--- config.mk ---
export PLATFORM = sky130hd
export DESIGN_NAME = i2s_dac_tx
export DESIGN_NICKNAME = d
export VERILOG_FILES = /design/src/rtl/i2s_dac_tx.sv
export SDC_FILE = /design/constraint.sdc
export NUM_CORES = 1
export LEC_CHECK = 0
export BUFFER_PORTS_ARGS = -buffer_cell sky130_fd_sc_hd__buf_2
export CAP_MARGIN = 20
export CORE_AREA = 2 2 96 98
export CTS_BUF_LIST = sky130_fd_sc_hd__clkbuf_8
export CTS_CLUSTER_DIAMETER = 200
export DETAILED_ROUTE_END_ITERATION = 12
export DIE_AREA = 0 0 98 100
export PLACE_DENSITY = 0.8
export SLEW_MARGIN = 30
export SYNTH_ARGS = -nofsm -noshare
export SYNTH_HDL_FRONTEND = slang
export SYNTH_SLANG_ARGS = --single-unit
--- constraint.sdc ---
create_clock -name clk -period 5.3 [get_ports clk]
set_clock_uncertainty 0.15 [all_clocks]
set_input_delay 1.06 -clock clk [delete_from_list [all_inputs] [get_ports clk]]
set_output_delay 1.06 -clock clk [all_outputs]
set_load 0.03 [all_outputs]
--- src/rtl/i2s_dac_tx.sv ---
// I2S transmitter for the WM8731 DAC; the FPGA masters BCLK and DACLRC.
// A one-entry holding register feeds one stereo pair per frame; starvation repeats the last pair.
module i2s_dac_tx #(
   parameter int CLK_DIV      = 4,
   parameter int SAMPLE_WIDTH = 16,
   parameter int SLOT_BITS    = 32
) (
   input  logic                    clk,
   input  logic                    reset,
   input  logic                    enable,
   input  logic [SAMPLE_WIDTH-1:0] sample_left,
   input  logic [SAMPLE_WIDTH-1:0] sample_right,
   input  logic                    sample_valid,
   output logic                    sample_ready,
   output logic                    bclk,
   output logic                    daclrc,
   output logic                    dacdat,
   output logic                    frame_start,
   output logic                    underrun
);

   localparam int FW = 2 * SLOT_BITS;
   localparam int BW = $clog2(FW);
   localparam int DW = (CLK_DIV > 1) ? $clog2(CLK_DIV) : 1;
   localparam int PAD = FW - SAMPLE_WIDTH;

   localparam logic [DW-1:0] DIV_LAST = DW'(CLK_DIV - 1);
   localparam logic [BW-1:0] BIT_LAST = BW'(FW - 1);
   localparam logic [BW-1:0] SLOT_LEN = BW'(SLOT_BITS);

   logic [DW-1:0]           r_div_cnt;
   logic                    r_bclk;
   logic [BW-1:0]           r_bit_cnt;
   logic                    r_daclrc;
   logic                    r_dacdat;
   logic                    r_frame_start;
   logic                    r_underrun;
   logic [FW-1:0]           r_frame;
   logic [SAMPLE_WIDTH-1:0] r_last_l;
   logic [SAMPLE_WIDTH-1:0] r_last_r;
   logic                    r_full;
   logic [SAMPLE_WIDTH-1:0] r_hold_l;
   logic [SAMPLE_WIDTH-1:0] r_hold_r;

   logic                    w_div_tc;
   logic                    w_fall;
   logic [BW-1:0]           w_bit_next;
   logic [BW-1:0]           w_dat_idx;
   logic                    w_dat_next;
   logic                    w_start;
   logic                    w_load;
   logic                    w_accept;
   logic [SAMPLE_WIDTH-1:0] w_src_l;
   logic [SAMPLE_WIDTH-1:0] w_src_r;
   logic [FW-1:0]           w_frame_new;

   always_comb begin
      w_div_tc   = enable && (r_div_cnt == DIV_LAST);
      w_fall     = w_div_tc && r_bclk;
      w_bit_next = (r_bit_cnt == BIT_LAST) ? '0 : r_bit_cnt + BW'(1);
      w_start    = w_fall && (w_bit_next == '0);
      w_load     = w_start && r_full;
      w_accept   = sample_valid && !r_full;

      // Slot k carries F[FW-k]; slot 0 still carries the outgoing frame's LSB (one-bit I2S delay).
      w_dat_idx  = BIT_LAST - w_bit_next + BW'(1);
      w_dat_next = (w_bit_next == '0) ? r_frame[0] : r_frame[w_dat_idx];

      w_src_l     = r_full ? r_hold_l : r_last_l;
      w_src_r     = r_full ? r_hold_r : r_last_r;
      w_frame_new = ({{PAD{1'b0}}, w_src_l} << PAD)
                  | ({{PAD{1'b0}}, w_src_r} << (SLOT_BITS - SAMPLE_WIDTH));
   end

   // NOTE: all sequential state uses non-blocking assignments so every register sees pre-edge values.
   always_ff @(posedge clk or negedge reset) begin
      if (!reset) begin
         r_div_cnt     <= '0;
         r_bclk        <= 1'b0;
         r_bit_cnt     <= BIT_LAST;
         r_daclrc      <= 1'b0;
         r_dacdat      <= 1'b0;
         r_frame_start <= 1'b0;
         r_underrun    <= 1'b0;
         r_frame       <= '0;
         r_last_l      <= '0;
         r_last_r      <= '0;
      end else if (!enable) begin
         r_div_cnt     <= '0;
         r_bclk        <= 1'b0;
         r_bit_cnt     <= BIT_LAST;
         r_daclrc      <= 1'b0;
         r_dacdat      <= 1'b0;
         r_frame_start <= 1'b0;
         r_underrun    <= 1'b0;
         r_frame       <= '0;
      end else begin
         r_frame_start <= 1'b0;

         if (w_div_tc) begin
            r_div_cnt <= '0;
            r_bclk    <= ~r_bclk;
         end else begin
            r_div_cnt <= r_div_cnt + DW'(1);
         end

         if (w_fall) begin
            r_bit_cnt <= w_bit_next;
            r_daclrc  <= (w_bit_next >= SLOT_LEN);
            r_dacdat  <= w_dat_next;
         end

         if (w_start) begin
            r_frame_start <= 1'b1;
            r_frame       <= w_frame_new;
            r_last_l      <= w_src_l;
            r_last_r      <= w_src_r;
            if (!r_full) begin
               r_underrun <= 1'b1;
            end
         end
      end
   end

   // The holding register ignores enable so the producer can prefill it before the serializer runs.
   always_ff @(posedge clk or negedge reset) begin
      if (!reset) begin
         r_full   <= 1'b0;
         r_hold_l <= '0;
         r_hold_r <= '0;
      end else if (w_accept) begin
         r_full   <= 1'b1;
         r_hold_l <= sample_left;
         r_hold_r <= sample_right;
      end else if (w_load) begin
         r_full <= 1'b0;
      end
   end

   assign sample_ready = ~r_full;
   assign bclk         = r_bclk;
   assign daclrc       = r_daclrc;
   assign dacdat       = r_dacdat;
   assign frame_start  = r_frame_start;
   assign underrun     = r_underrun;

endmodule

==> impl_metrics.toml, run 1 <==
[final_layout]
num-nets-final = 475
drive_gt1_frac = 0.297
antenna_cells_inserted = 0
num-fill-cells = 716
area_growth_pct = 8.23
regArea_um2 = 2760
layout.cells.most_common = "sky130_fd_sc_hd__dfrtp_1"
mostFrequentLayoutCells = "sky130_fd_sc_hd__dfrtp_1, sky130_fd_sc_hd__mux2i_1, sky130_fd_sc_hd__buf_2"
multi_input_gate_area_um2 = 2370

[logic_synthesis]
yosysUniqueCellTypes = 49
netlist_area_um2 = 5290
synthesis.yosys.warnings = 0
synth.avg_cell_area_um2 = 12.8
postSynthRegisterBits = 110
postSynthCellCount = 413
synth.net_count = 451
sequential_to_total_area_share_from_yosys_stat = 0.522

[placement]
routabilityCongestion = 0.874
io_buffers = 41
post_detail_place_hpwl_um = 6040

[clocking]
clockBufferDepth = 2
post_cts_resize_count = 0
cts_made_buffers = 9
tritoncts_clock_tree = "done"
cts_num_sinks = 110
clk_transition_reported_paths_ns = 0.10
cts_hold_buffers = 0
cts.repair_timing.setup_buffer_count = 0
clkLatencyLatePin_ns = 0.37
cts_htree_levels = 3
root_buffer = "sky130_fd_sc_hd__clkbuf_8"

[global_route]
initial_antenna_violation_count = 0
globalRouteOverflowTotal = 0
grt_start_max_net_pins = 74
grt_pass1_vias = 3318
grt_pass1_wl_um = 16100
total_track_usage = 0.203

[setup_path]
cp_cell_instances = "buf_2, nand3_1, nor3_4, buf_4, nand2_1, o211a_1"
worstSetupEndpointType = "register"
worst_path_cell_with_the_longest_stage_delay = "sky130_fd_sc_hd__buf_2"
reg2reg_slack_ns = 2.21
critPathRequiredTime_ns = 5.42
ff2ff_path_depth = 8
arrival_ns = 3.32
timing.critical_path.slowest_cell_delay_ns = 0.58
critical_path_class = "in -> reg"
launching_element_type_of_the_critical_path = "input port"
endpoint_of_the_worst_register_to_register_path = "dacdat$_DFFE_PN0P_"
worst-path-max-fanout = 66
r2r-start = "r_bit_cnt[0]$_DFFE_PN1P_"

[sta]
slew_viol_final = 0
layout_worst_path_cycle_share = 0.604
number_of_setup_violations_in_the_final_report = 0
worst_hold_slack_ns = 0.291
fin_setup_tns_ns = 0
hold_violations = 0
fin_crit_ns = 3.20
clock.fmax_mhz = 312
slew-limit-headroom = 0.469
worst-slew-pin-transition_ns = 0.796
grt_setup_unrepaired = "no"

[routing]
vias = 3281
firstDrtPassIters = 4
postRouteAntennaNets = 0
detail_route.vias_per_cell = 5.94
drc = 0
drt_wl_total_um = 9320
drt_first_iter_violations = 130
wl_per_cell_um = 16.9

[floorplanning]
ios = 42
die_y_um = 100
start_util = 0.595
placementRows = 35
fp.dieArea_um2 = 9800
core_um2 = 8890
fp.dieW_um = 98

[worst_hold_path]
hold-path-endpoint = "r_div_cnt[0]$_DFF_PN0_"
timing.hold.worst_path_depth = 1
worst_hold_path_type = "reg -> reg"
holdCritStartpoint = "r_div_cnt[0]$_DFF_PN0_"

[pwr]
power_density_nw_per_um2 = 281
p_leak_uw = 0.00331
worst_vdd_drop_uv = 157

[outcome]
outcome = "finished, final reports clean"

[job]
maxCapViolations = 0
-- cells by family (layout without fill, tap and decap cells) --
family / after synthesis / after routing / synth area share
simple gates: 77 / 77 / 0.0743
flops: 110 / 110 / 0.522
xor+xnor: 4 / 4 / 0.00662
compound gates: 79 / 79 / 0.124
fa+ha+maj: 2 / 2 / 0.00473
mux: 106 / 106 / 0.237
buf+inv: 35 / 63 / 0.0319
-- critical path, delay by kind of cell --
family / cells / cell delay (ns)
buffers and inverters: 2 / 1.12
and+or+nand+nor: 3 / 0.92
AOI/OAI and AO/OA: 1 / 0.18
-- layout make-up --
class | instances | share of cell area
sequential | 110 | 0.483
multi-input combinational | 268 | 0.414
timing repair buffer | 44 | 0.0409
tap | 111 | 0.0243
clock buffer | 10 | 0.0240
clock inverter | 5 | 0.0118
inverter | 4 | 0.00262
-- cells in the mapped netlist, drive strengths merged --
cell	instances	area [µm²]
a211oi	5	37.5
a21o	3	22.5
a21oi	10	50.1
a2bb2oi	1	15.0
a311o	1	10.0
a31o	1	8.76
a31oi	2	12.5
and2	2	12.5
and3	3	23.8
and3b	1	8.76
buf	20	113
clkbuf	11	41.3
dfrtp	104	2600
dfstp	6	158
ha	2	25.0
inv	4	15.0
mux2	65	830
mux2i	40	400
mux4	1	22.5
nand2	39	149
nand2b	2	12.5
nand3	7	40.0
nand3b	1	7.51
nand4	2	12.5
nor2	5	18.8
nor2b	6	37.5
nor3	5	36.3
nor3b	2	15.0
nor4	1	12.5
o211a	32	320
o211ai	3	22.5
o21a	2	15.0
o21ai	13	68.8
o221ai	3	26.3
o311ai	1	8.76
o31a	1	8.76
o32ai	1	27.5
or3	1	6.26
xor2	4	35.0
-- where the power goes --
group	switching (µW)	internal (µW)
Clock	293	235
Sequential	44.8	899
Combinational	56.9	78.7
Total	395	1210
-- metrics by stage --
step | total power (µW) | cells | worst slack, ns | utilization | cell area (µm²)
2_1_floorplan | 1040 | 413 | 2.68 | - | 5290
3_3_place_gp | 1090 | 537 | 1.55 | 0.620 | 5510
3_5_place_dp | 1100 | 537 | 1.42 | 0.620 | 5510
4_1_cts | 1620 | 552 | 1.80 | 0.643 | 5710
5_1_grt | 1670 | 552 | 1.85 | 0.644 | 5720
6_report | 1610 | 552 | 2.10 | 0.644 | 5720
-- worst max path at each step --
stage,from,endpoint
floorplan,enable,r_last_r[10]$_DFFE_PN0P_
global placement,enable,r_last_r[11]$_DFFE_PN0P_
detailed placement,enable,r_last_l[14]$_DFFE_PN0P_
finish,enable,r_frame[18]$_DFFE_PN0P_
CTS,enable,r_last_l[14]$_DFFE_PN0P_
global route,enable,r_frame[18]$_DFFE_PN0P_
-- per-layer routing --
metal / GRT usage / routed length, µm
met1: 0.279 / 4360
met2: 0.327 / 4560
met3: 0.0341 / 245
met4: 0.0812 / 149
met5: 0 / 0
-- registers in the layout, indices dropped and copies added (netlist names) --
register     cells
r_full           1
r_last_l        16
dacdat           1
underrun         1
r_div_cnt        2
r_frame         32
frame_start      1
r_hold_l        16
daclrc           1
r_last_r        16
r_hold_r        16
bclk             1
r_bit_cnt        6
No activity file was read; power rests on OpenSTA's default activity.
==> run 2, diff against run 1 <==
==> constraint.sdc (replaced) <==
create_clock -name clk -period 3 [get_ports clk]
set_clock_uncertainty 0.15 [all_clocks]
set_input_delay 0.6 -clock clk [delete_from_list [all_inputs] [get_ports clk]]
set_output_delay 0.6 -clock clk [all_outputs]
set_load 0.03 [all_outputs]
==> run 2 against run 1 <==
Sequential share of layout area is 0.51 points lower. Sequential cell count unchanged. Sequential power rose by 76%. Total power increased by 76%. First-iteration DRC count rose by 38%. Global-route usage rose by 0.82 points. Critical path type is now reg -> reg. Largest power group unchanged.
==> impl_metrics.toml, run 2 (same netlist as run 1, synthesis figures left out) <==
[final_layout]
final_cell_count_no_fill = 560
antenna_cells_inserted = 0
num-nets-final = 483
mostFrequentLayoutCells = "sky130_fd_sc_hd__dfrtp_1, sky130_fd_sc_hd__mux2i_1, sky130_fd_sc_hd__buf_2"
drive_gt1_frac = 0.310
layout.cells.most_common = "sky130_fd_sc_hd__dfrtp_1"
num-fill-cells = 666
largest_register_ff_count = 32
largest_register = "r_frame"
area_growth_pct = 9.30

[worst_hold_path]
worst_hold_path_type = "in -> async"

[floorplanning]
ios = 42
core_um2 = 8890
fp.dieW_um = 98
start_util = 0.595
die_y_um = 100
fp.dieArea_um2 = 9800
placementRows = 35

[clocking]
clockBufferDepth = 2
cts_num_sinks = 110
tritoncts_clock_tree = "done"
cts_hold_buffers = 0
post_cts_resize_count = 0
cts_htree_levels = 3
clk_transition_reported_paths_ns = 0.11
cts_made_buffers = 9
clkLatencyLatePin_ns = 0.38
root_buffer = "sky130_fd_sc_hd__clkbuf_8"
cts.repair_timing.setup_buffer_count = 0

[sta]
slew-limit-headroom = 0.593
layout_worst_path_cycle_share = 0.836
worst-slew-pin-transition_ns = 0.610
hold_violations = 0
grt_setup_unrepaired = "no"
clock.fmax_mhz = 399
slew_viol_final = 0
number_of_setup_violations_in_the_final_report = 0
fin_crit_ns = 2.51
fin_setup_tns_ns = 0

[routing]
firstDrtPassIters = 4
postRouteAntennaNets = 0
wl_per_cell_um = 16.8
drc = 0
vias = 3281
drt_wl_total_um = 9400
drt_first_iter_violations = 179
detail_route.vias_per_cell = 5.86

[pwr]
worst_vdd_drop_uv = 387
power_density_nw_per_um2 = 490
p_leak_uw = 0.00334

[placement]
post_detail_place_hpwl_um = 6340
io_buffers = 41
routabilityCongestion = 0.872
dp.cells = 545

[setup_path]
endpoint_of_the_worst_register_to_register_path = "dacdat$_DFFE_PN0P_"
ff2ff_path_depth = 8
critical_path_class = "reg -> reg"
arrival_ns = 2.63
critPathRequiredTime_ns = 3.12
launching_element_type_of_the_critical_path = "register"
worstSetupEndpointType = "register"
reg2reg_slack_ns = 0.49
worst-path-max-fanout = 7
r2r-start = "r_bit_cnt[1]$_DFFE_PN1P_"

[global_route]
initial_antenna_violation_count = 0
grt_start_max_net_pins = 67
globalRouteOverflowTotal = 0
grt_pass1_wl_um = 16600
grt_pass1_vias = 3345
total_track_usage = 0.211

[outcome]
outcome = "finished, final reports clean"

[job]
maxCapViolations = 0
[run 2: changes by cell type in the layout (fill, tap and decap cells not counted)]
cell                         before  now
sky130_fd_sc_hd__buf_12           0    1
sky130_fd_sc_hd__buf_4            3   11
sky130_fd_sc_hd__buf_6            1    0
sky130_fd_sc_hd__clkbuf_8        10    9
sky130_fd_sc_hd__clkinv_4         3    0
sky130_fd_sc_hd__clkinvlp_4       0    2
sky130_fd_sc_hd__dfrtp_2          0    1
sky130_fd_sc_hd__dfrtp_4          1    0
sky130_fd_sc_hd__inv_6            0    1
sky130_fd_sc_hd__inv_8            1    2
sky130_fd_sc_hd__nand2_2          0    1
sky130_fd_sc_hd__nand2_4          1    0
[run 2: worst max-delay path by stage]
stage	slack (ns)	start	endpoint	cells after the start
4_1_cts	0.47	r_bit_cnt[1]$_DFFE_PN1P_	dacdat$_DFFE_PN0P_	8
3_3_place_gp	0.53	r_bit_cnt[1]$_DFFE_PN1P_	dacdat$_DFFE_PN0P_	8
5_1_grt	0.28	r_bit_cnt[1]$_DFFE_PN1P_	dacdat$_DFFE_PN0P_	8
3_5_place_dp	0.49	r_bit_cnt[1]$_DFFE_PN1P_	dacdat$_DFFE_PN0P_	8
2_1_floorplan	0.59	r_bit_cnt[0]$_DFFE_PN1P_	dacdat$_DFFE_PN0P_	8
6_report	0.49	r_bit_cnt[1]$_DFFE_PN1P_	dacdat$_DFFE_PN0P_	8
[run 2: area by class of cell]
cell class	instances	area (µm²)	area share
tap	111	139	0.0240
clock buffer	9	124	0.0214
clock inverter	6	76.3	0.0132
multi-input combinational	268	2360	0.409
timing repair buffer	52	303	0.0524
sequential	110	2760	0.478
inverter	4	15.0	0.00260
[run 2: worst max-delay path: stages (launching register included)]
cell and delay (ns):
sky130_fd_sc_hd__dfstp_2 0.58, sky130_fd_sc_hd__ha_1 0.31, sky130_fd_sc_hd__nand3_2 0.19, sky130_fd_sc_hd__o32ai_4 0.32
sky130_fd_sc_hd__mux2i_1 0.26, sky130_fd_sc_hd__o21ai_2 0.09, sky130_fd_sc_hd__mux2_1 0.32, sky130_fd_sc_hd__o21ai_1 0.12
sky130_fd_sc_hd__o21ai_1 0.07
[run 2: metal layers]
layer  up-vias  routed length, µm  GRT usage
met4         0                124     0.0694
met2        59               4570      0.346
met1      1642               4380      0.290
met5         -                  0          0
li1       1569                  -          -
met3        11                322     0.0376
[run 2: per-stage QoR]
stage / utilization / cell area [µm²] / hold WS [ns] / setup slack (ns) / power, µW
after floorplan: - / 5290 / 0.154 / 0.589 / 1840
after detailed placement: 0.628 / 5580 / 0.285 / 0.488 / 1950
after CTS: 0.650 / 5780 / 0.0761 / 0.473 / 2860
final: 0.650 / 5780 / 0.0733 / 0.492 / 2830
after global placement: 0.628 / 5580 / 0.272 / 0.525 / 1930
after global routing: 0.650 / 5780 / 0.113 / 0.279 / 2960
[run 2: report_power, final]
group / total, µW / internal [µW] / leakage [µW] / switching (µW)
combinational: 250 / 143 / 0.00179 / 107
sequential: 1660 / 1590 / 0.00145 / 76.6
clock: 919 / 396 / 0.0000958 / 523
==> run 3, diff against run 2 <==
==> constraint.sdc (replaced) <==
create_clock -name clk -period 2.5 [get_ports clk]
set_clock_uncertainty 0.15 [all_clocks]
set_input_delay 0.5 -clock clk [delete_from_list [all_inputs] [get_ports clk]]
set_output_delay 0.5 -clock clk [all_outputs]
set_load 0.03 [all_outputs]
==> run 3 against run 2 <==
Combinational power increased by 22%. Sequential cell count unchanged. Fmax is 6.9% higher. Setup slack got worse by 0.34 ns. Die area unchanged. Design area is 2.5% higher. Critical endpoint unchanged.
==> impl_metrics.toml, run 3 (same netlist as run 1, synthesis figures left out) <==
[clocking]
clockBufferDepth = 2
tritoncts_clock_tree = "done"
cts_htree_levels = 3
root_buffer = "sky130_fd_sc_hd__clkbuf_8"
clk_transition_reported_paths_ns = 0.10
clkLatencyLatePin_ns = 0.37
cts_num_sinks = 110
cts_made_buffers = 9

[global_route]
initial_antenna_violation_count = 0
globalRouteOverflowTotal = 0
grt_start_max_net_pins = 46
grt_pass1_wl_um = 16400
total_track_usage = 0.208
grt_pass1_vias = 3393

[sta]
worst-slew-pin-transition_ns = 0.522
clock.fmax_mhz = 426
slew-limit-headroom = 0.652
hold_violations = 0
grt_setup_unrepaired = "no"
number_of_setup_violations_in_the_final_report = 0
slew_viol_final = 0
fin_crit_ns = 2.35
layout_worst_path_cycle_share = 0.938
fin_setup_tns_ns = 0

[job]
maxCapViolations = 0

[setup_path]
endpoint_of_the_worst_register_to_register_path = "dacdat$_DFFE_PN0P_"
reg2reg_slack_ns = 0.15
launching_element_type_of_the_critical_path = "register"
worst-path-max-fanout = 5
critPathRequiredTime_ns = 2.62
worstSetupEndpointType = "register"
ff2ff_path_depth = 8
r2r-start = "r_bit_cnt[1]$_DFFE_PN1P_"
critical_path_class = "reg -> reg"
arrival_ns = 2.46

[pwr]
switching_share = 0.242
internal-power_uw = 2550
power_density_nw_per_um2 = 568
switchingPower_uw = 816
p_leak_uw = 0.00343
worst_vdd_drop_uv = 458
pwr-share-comb = 0.091
clkPwrFrac = 0.316
seqPwrFrac = 0.593

[routing]
drc = 0
vias = 3352
detail_route.vias_per_cell = 5.86
wl_per_cell_um = 16.7
firstDrtPassIters = 5
drt_first_iter_violations = 129
drt_wl_total_um = 9580
postRouteAntennaNets = 0

[final_layout]
largest_register = "r_frame"
num-nets-final = 495
multi_input_gate_area_um2 = 2370
antenna_cells_inserted = 0
layout.cells.most_common = "sky130_fd_sc_hd__dfrtp_1"
final_cell_count_no_fill = 572
regArea_um2 = 2760
drive_gt1_frac = 0.328
num-fill-cells = 672
final_util = 0.667
area_growth_pct = 12.0
largest_register_ff_count = 32
mostFrequentLayoutCells = "sky130_fd_sc_hd__dfrtp_1, sky130_fd_sc_hd__mux2i_1, sky130_fd_sc_hd__buf_2"

[floorplanning]
fp.dieW_um = 98
start_util = 0.595
core_um2 = 8890
die_y_um = 100
ios = 42
fp.dieArea_um2 = 9800
placementRows = 35

[placement]
io_buffers = 41
dp.cells = 554
routabilityCongestion = 0.936
post_detail_place_hpwl_um = 6700

[worst_hold_path]
worst_hold_path_type = "in -> reg"
hold-path-endpoint = "r_hold_l[12]$_DFFE_PN0P_"
timing.hold.worst_path_depth = 2
holdCritStartpoint = "sample_left[12]"

[outcome]
outcome = "finished, final reports clean"
run 3: final cells by class:
cell class,count,area share
clock buffers,9,0.0209
inverters,4,0.00253
flip-flops and latches,110,0.466
clock inverters,6,0.0116
repair buffers,64,0.0752
multi-input cells,268,0.400
well taps,111,0.0234
run 3: how the worst max path moves through the flow:
stage	slack, ns	end	start
after floorplan	0.09	dacdat$_DFFE_PN0P_	r_bit_cnt[0]$_DFFE_PN1P_
after global placement	0.12	dacdat$_DFFE_PN0P_	r_bit_cnt[1]$_DFFE_PN1P_
after detailed placement	0.08	dacdat$_DFFE_PN0P_	r_bit_cnt[1]$_DFFE_PN1P_
after CTS	0.08	dacdat$_DFFE_PN0P_	r_bit_cnt[1]$_DFFE_PN1P_
after global routing	0.02	dacdat$_DFFE_PN0P_	r_bit_cnt[1]$_DFFE_PN1P_
final	0.15	dacdat$_DFFE_PN0P_	r_bit_cnt[1]$_DFFE_PN1P_
run 3: layer usage:
metal  GRT usage  up-vias  routed length (µm)
met5           0        -                   0
met4      0.0791        0                 172
met3      0.0487       13                 366
met2       0.335       68                4640
met1       0.279     1676                4410
li1            -     1595                   -
run 3: power groups by stage:
stage / Sequential (µW) / Combinational (µW) / Clock [µW]
5_1_grt: 2020 / 343 / 1160
3_3_place_gp: 2020 / 297 / 0
2_1_floorplan: 2000 / 205 / 0
4_1_cts: 2000 / 311 / 1100
6_report: 2000 / 305 / 1060
3_5_place_dp: 2030 / 309 / 0
run 3: per-stage QoR:
step	hold WS [ns]	cell area, µm²	setup slack, ns	power [µW]
floorplan	0.0544	5290	0.0889	2210
global route	0.178	5930	0.0212	3520
detailed placement	0.283	5700	0.0816	2340
global placement	0.272	5700	0.125	2320
finish	0.185	5930	0.155	3360
CTS	0.172	5900	0.0794	3410
run 3: timing repair:
action,CTS,global route
setup buffers,0,2
hold endpoints to repair,32,0
hold buffers,1,0
gates resized for setup,0,2
endpoints found under the setup margin,0,1
run 3: worst max-delay path: stages, from the launching register on:
cell                      delay (ns)
sky130_fd_sc_hd__dfstp_2        0.56
sky130_fd_sc_hd__ha_2           0.22
sky130_fd_sc_hd__nand3_4        0.11
sky130_fd_sc_hd__o32ai_4        0.35
sky130_fd_sc_hd__mux2i_1        0.26
sky130_fd_sc_hd__o21ai_2        0.10
sky130_fd_sc_hd__mux2_1         0.31
sky130_fd_sc_hd__o21ai_1        0.11
sky130_fd_sc_hd__o21ai_1        0.07
